### src/rtl/pad_rd.sv
// Read engine for a byte-wide peripheral reached through bicell pads: presents an
// address, pulses an active-low read strobe, waits for a synchronised ready, captures pad data.
module pad_rd #(
  parameter int DW       = 8,
  parameter int AW       = 16,
  parameter int WAIT_CYC = 3,
  parameter int TMO_CYC  = 31
) (
  input  logic          C,
  input  logic          RN,
  input  logic          REQ,
  input  logic [AW-1:0] ADDR,
  output logic          BUSY,
  output logic          DONE,
  output logic          ERR,
  output logic [DW-1:0] DATA,
  output logic [AW-1:0] PA,
  output logic          PIE,
  output logic          PRD_N,
  input  logic          PRDY,
  input  logic [DW-1:0] PD
);

  typedef enum logic [2:0] {
    IDLE,
    SETUP,
    STROBE,
    CAPTURE,
    DONE_ST
  } state_t;

  localparam logic [7:0] WAIT_LIM = 8'(WAIT_CYC - 1);
  localparam logic [7:0] TMO_LIM  = 8'(TMO_CYC - 1);

  state_t     state;
  logic [7:0] cnt;
  logic       rdy_p0;
  logic       rdy_p1;

  function automatic logic [7:0] sat_inc(input logic [7:0] v);
    return (v == 8'hFF) ? v : v + 8'd1;
  endfunction

  // The pad is never driven from this block while reading.
  assign PIE = 1'b0;

  // PRDY synchroniser stages p0/p1
  always_ff @(posedge C) begin
    if (!RN) begin
      rdy_p0 <= 1'b0;
      rdy_p1 <= 1'b0;
    end else begin
      rdy_p0 <= PRDY;
      rdy_p1 <= rdy_p0;
    end
  end

  always_ff @(posedge C) begin
    if (!RN) begin
      state <= IDLE;
      cnt   <= 8'd0;
      BUSY  <= 1'b0;
      DONE  <= 1'b0;
      ERR   <= 1'b0;
      DATA  <= '0;
      PA    <= '0;
      PRD_N <= 1'b1;
    end else begin
      case (state)
        IDLE: begin
          if (REQ) begin
            PA    <= ADDR;
            BUSY  <= 1'b1;
            ERR   <= 1'b0;
            state <= SETUP;
          end
        end
        SETUP: begin
          cnt   <= 8'd0;
          PRD_N <= 1'b0;
          state <= STROBE;
        end
        STROBE: begin
          cnt <= sat_inc(cnt);
          // Ready wins over timeout when both hold in the same cycle.
          if (cnt >= WAIT_LIM && rdy_p1) begin
            state <= CAPTURE;
          end else if (cnt == TMO_LIM) begin
            PRD_N <= 1'b1;
            DONE  <= 1'b1;
            ERR   <= 1'b1;
            state <= DONE_ST;
          end
        end
        CAPTURE: begin
          DATA  <= PD;
          PRD_N <= 1'b1;
          DONE  <= 1'b1;
          ERR   <= 1'b0;
          state <= DONE_ST;
        end
        DONE_ST: begin
          DONE  <= 1'b0;
          BUSY  <= 1'b0;
          state <= IDLE;
        end
        default: begin
          PRD_N <= 1'b1;
          DONE  <= 1'b0;
          BUSY  <= 1'b0;
          state <= IDLE;
        end
      endcase
    end
  end

endmodule

### config.mk
export PLATFORM = sky130hd
export DESIGN_NAME = pad_rd
export DESIGN_NICKNAME = d
export VERILOG_FILES = /design/src/rtl/pad_rd.sv
export SDC_FILE = /design/constraint.sdc
export NUM_CORES = 1
export LEC_CHECK = 0
export BUFFER_PORTS_ARGS = -buffer_cell sky130_fd_sc_hd__buf_4
export CAP_MARGIN = 20
export CORE_MARGIN = 2
export CORE_UTILIZATION = 50
export CTS_CLUSTER_SIZE = 16
export DETAILED_ROUTE_END_ITERATION = 16
export PLACE_DENSITY = 0.83
export SLEW_MARGIN = 25
export SYNTH_ARGS = -nofsm -noshare
export SYNTH_HDL_FRONTEND = slang
export SYNTH_SLANG_ARGS = --single-unit
### constraint.sdc
create_clock -name C -period 3.7 [get_ports C]
set_clock_uncertainty 0.05 [all_clocks]
set_input_delay 0.185 -clock C [delete_from_list [all_inputs] [get_ports C]]
set_output_delay 0.185 -clock C [all_outputs]
set_load 0.05 [all_outputs]
; ---- Word level (Yosys, flattened, before mapping)
; Cells that the tools add are included.
[classes]
add_sub_neg = 1
bitwise = 3
shift = 0
n_mul = 0
n_reduce_logical = 14
n_div = 0
eq_ne = 11
order_cmp = 1
mux = 14
[ops]
columns = op, count
row1 = $pmux 8 s2, 1
row2 = $pmux 3 s4, 1
row3 = $mux 3, 3
row4 = $pmux 1 s3, 3
row5 = $add 8x1->8 const B, 1
row6 = $eq 8x5->1 const B, 1
row7 = $eq 8x8->1 const B, 1
row8 = $ge 8x2->1 const B, 1
row9 = $mux 8, 1
row10 = $ne 2x2->1 const B, 4
row11 = $reduce_and 2->1, 4
row12 = $eq 3x2->1 const B, 2
row13 = $reduce_and 3->1, 2
row14 = $mux 1, 4
row15 = $reduce_and 4->1, 1
row16 = $reduce_or 2->1, 2
row17 = $eq 3x1->1 const B, 1
row18 = $eq 3x3->1 const B, 1
row19 = $logic_not 3->1, 1
row20 = $ne 3x3->1 const B, 1
row21 = $not 1->1, 3
row22 = $reduce_bool 3->1, 1
row23 = $reduce_or 3->1, 1
row24 = $pmux 1 s2, 1
row25 = other kinds (2), 2
[word_totals]
in_bits = 28
mem_bits_ro = 0
ff_bits = 41
latchBits = 0
n_memories = 0
out_inout_bits = 29
wordCells = 54
ramBits = 0

; ---- Longest topological paths before layout
[logic_depth]
ltp_word = 4
mapped_depth = 6

; ---- Worst setup path after synthesis
; No wires, ideal clock.
[synth_path]
kind = flip-flop to flip-flop
start = reg cnt[1]
end = reg cnt[6]
stages_incl_launch_ff = 6
period_less_slack_ns = 1.447
path_slack_ns = 2.253
t_arrival_ns = 1.327
setup_time_ns = 0.070
cell_sequence = dfxtp_1 -> ha_1 -> nor2b_1 -> o2111ai_2 -> or3_1 -> a21oi_1
[synth_between]
elab_chain_cells = 3
word_cells_on_any_way = 6
cone_classes = add/sub (1) / eq/ne (2) / mux (2) / reduce/logical (1)
[synth_lines]
columns = item, line
row1 = start: declaration, 36  ; logic [7:0] cnt;
row2 = start signal: assignment, 84  ; cnt <= sat_inc(cnt);
row3 = $add 8x1->8 or $eq 8x8->1 (tied branches), 41  ; return (v == 8'hFF) ? v : v + 8'd1;
row4 = $mux 8 or $ne 2x2->1 (tied branches), n/a
row5 = $pmux 8 s2 or $reduce_and 2->1 (tied branches), n/a
; Parallel ways exist; a longest one is shown, timed or not. The select of a mux whose other input is x is not followed.
; A chain may end at the register's enable or synchronous reset.

; ---- Worst setup path in the final report
[layout_path]
start = reg state[1]
end = reg DATA[4]
[layout_between]
elab_chain_cells = 1
[layout_lines]
columns = item, line
row1 = start: declaration, 35  ; state_t state;
row2 = start signal: assignment, 60  ; state <= IDLE;
row3 = start signal: assignment, 75  ; state <= SETUP;
row4 = start signal: assignment, 81  ; state <= STROBE;
row5 = $eq 3x2->1, 69  ; case (state)
row6 = end signal: assignment, 65  ; DATA <= '0;
row7 = end signal: assignment, 96  ; DATA <= PD;
row8 = end: declaration, 16  ; output logic [DW-1:0] DATA,
; Every way passes these cells.

==> metrics.yaml <==
status: "finished clean"
cts.repair.resized: 0
detail-route-antenna-nets: 0
grt-ovfl-total: 0
holdPathStages: 3
wirelength_um: 4300
num_vias: 1696
ys_seq_area_frac: 0.474
wire_per_inst_um: 13.5
max-slew-margin-rel: 0.343
period_share: 0.533
hold_buffers: 8
num_rows: 21
ir_drop_mv: 0.252
numCtsBuffers: 5
holdPathEnd: "PA[13]"
place_inst: 299
ff_latch_area_sq_um: 821
synth.distinct_cells: 38
synth_flop_cell: "dfxtp_1"
multi_input_area_sq_um: 837
hold_viol: 0
syn_inst: 211
ys_ff_latch: 41
start_util: 0.519
met1_usage: 0.287
critical_path_required_ns: 3.89
critPathKind: "reg2reg"
period_minus_slack_ns: 1.97
hp-class: "in2reg"
grt_pass1_vias: 1597
grtUsageTotal: 0.229
fmax_mhz: 507
grtUsageMet3: 0.0595
critPathLaunchType: "register"
avgViaCountPerCell: 5.33
antenna_found_initial: 0
diodes: 0
cts_tree: "yes"
drt_iter0_markers: 72
fill_cells: 267
die_y_um: 62.9
post_cts_buffers: 0
die-area_sq_mm: 0.00395
setup_viol: 0
dp_hpwl_um: 2790
ys.warnings.count: 0
async_reset_ff_frac: 0
drv_slew: 0
cap_violations: 0
grt_start_max_net_pins: 28
top_usage_layer: "met2"
cts_max_level: 2
clkSinkCount: 41
clk_latency_ns: 0.36
post-route-util: 0.697
nNetsFinal: 301
firstDrtPassIters: 4
root_buffer: "clkbuf_4"
p_leak_uw: 0.000950
reg2reg_depth: 4
reg2reg_to: "DATA[4]"
grt_setup_unrepaired: "no"
drcViolationCount: 0
numPortBuffers: 55
cp-end-kind: "register"
hold_path_startpoint: "ADDR[13]"
syn_area_per_cell_sq_um: 8.21
place_congestion: 0.904
syn_to_final_growth_pct: 34.4
die_x_um: 62.9
final_layout_size_suffix_gt1_frac: 0.254
cp_max_fo: 12
clk_pin_slew_ns: 0.13
setup_tns_ns: 0
crit_arrival_ns: 2.16
syn-num-nets: 241
io_pins: 57
power.density_mw_per_mm2: 397
worst-r2r-setup-slack_ns: 1.73
synth_edf_count: 0
core_sq_mm: 0.00334
worstReg2RegStart: "state[1]"
grt_pass1_wl_um: 7170
use_met2: 0.380
fin_cells: 318
cts_max_path_buffers: 2
worst-slew-pin-transition_ns: 0.980
netlist_area_sq_mm: 0.00173
==> how the worst max path moves through the flow <==
stage                         end     start  depth (start not counted)  slack [ns]
final                     DATA[4]  state[1]                          4        1.73
after global routing      DATA[2]  state[1]                          4        1.54
after CTS                 DATA[0]  state[1]                          4        1.74
after detailed placement  DATA[0]  state[1]                          4        1.78
after global placement    DATA[3]  state[1]                          4        1.81
after floorplan            cnt[6]    cnt[1]                          5        2.25
==> flip-flops by register name, indices dropped and copies added (netlist names), 3 cells and up <==
name,count
PA,16
cnt,8
DATA,8
state,3
==> kinds of logic after synthesis <==
group | Yosys count | synth area share
and+or+nand+nor | 96 | 0.278
adders and majority gates | 2 | 0.0144
AOI/OAI and AO/OA | 50 | 0.166
buffers and inverters | 17 | 0.0426
other | 1 | 0.00217
xor gates and xnor gates | 1 | 0.00506
DFF | 41 | 0.474
muxes | 3 | 0.0173
==> area by class of cell <==
class                           count  share of cell area
Clock buffer                        7              0.0280
Clock inverter                      1             0.00376
Inverter                            4             0.00645
Multi-Input combinational cell    153               0.360
Sequential cell                    41               0.353
Tap cell                           46              0.0247
Timing Repair Buffer               66               0.225
==> per-layer routing <==
layer	vias to the layer above	wire length [um]
li1	844	-
met1	785	1780
met2	58	2160
met3	9	272
met4	0	82
met5	-	0
==> worst max-delay path, cell delays in order (launching register included) <==
cell     delay, ns
dfxtp_1       0.53
nor2b_1       0.66
nand2_1       0.38
nand2_1       0.16
a21oi_1       0.07
==> Yosys cell counts (2+ instances only) <==
master     n  area (sq um)
and2_1     2          12.5
a22oi_1    2          15.0
nor2_1     5          18.8
nand4b_1   3          26.3
or3_1      3          18.8
clkbuf_1   7          26.3
mux2i_1    3          30.0
nand2b_1   8          50.1
buf_2      5          25.0
a211oi_1   2          15.0
inv_1      3          11.3
a21oi_1   32           160
a31oi_1    2          12.5
nand3_1   11          55.1
nor2b_1    3          18.8
nand2_1   51           191
or2_2      2          12.5
ha_1       2          25.0
dfxtp_1   41           821
o21ai_0    6          30.0
==> cells in the final DEF, fill, tap and decap left out, types with 3 or more instances in the layout <==
master / instances
a21oi_1: 32
buf_4: 55
clkbuf_4: 5
dfxtp_1: 41
dlygate4sd3_1: 11
inv_1: 3
mux2i_1: 3
nand2_1: 51
nand2b_1: 8
nand3_1: 11
nand4b_1: 3
nor2_1: 5
nor2b_1: 3
o21ai_0: 6
or3_1: 3
==> through the flow <==
step                cell area (sq um)  hold WS [ns]  setup slack (ns)  total power, uW
CTS                              2300      0.000361              1.74              923
floorplan                        1730         0.262              2.25              597
global placement                 2140         0.344              1.81              650
global route                     2330       0.00372              1.54              961
finish                           2330       0.00300              1.73              923
detailed placement               2140         0.350              1.78              653
==> power breakdown <==
group,switching (uW),total (uW),internal [uW]
Sequential,17.4,478,461
Clock,155,269,114
Combinational,111,176,65.3
Power figures use the tool's default switching activity.
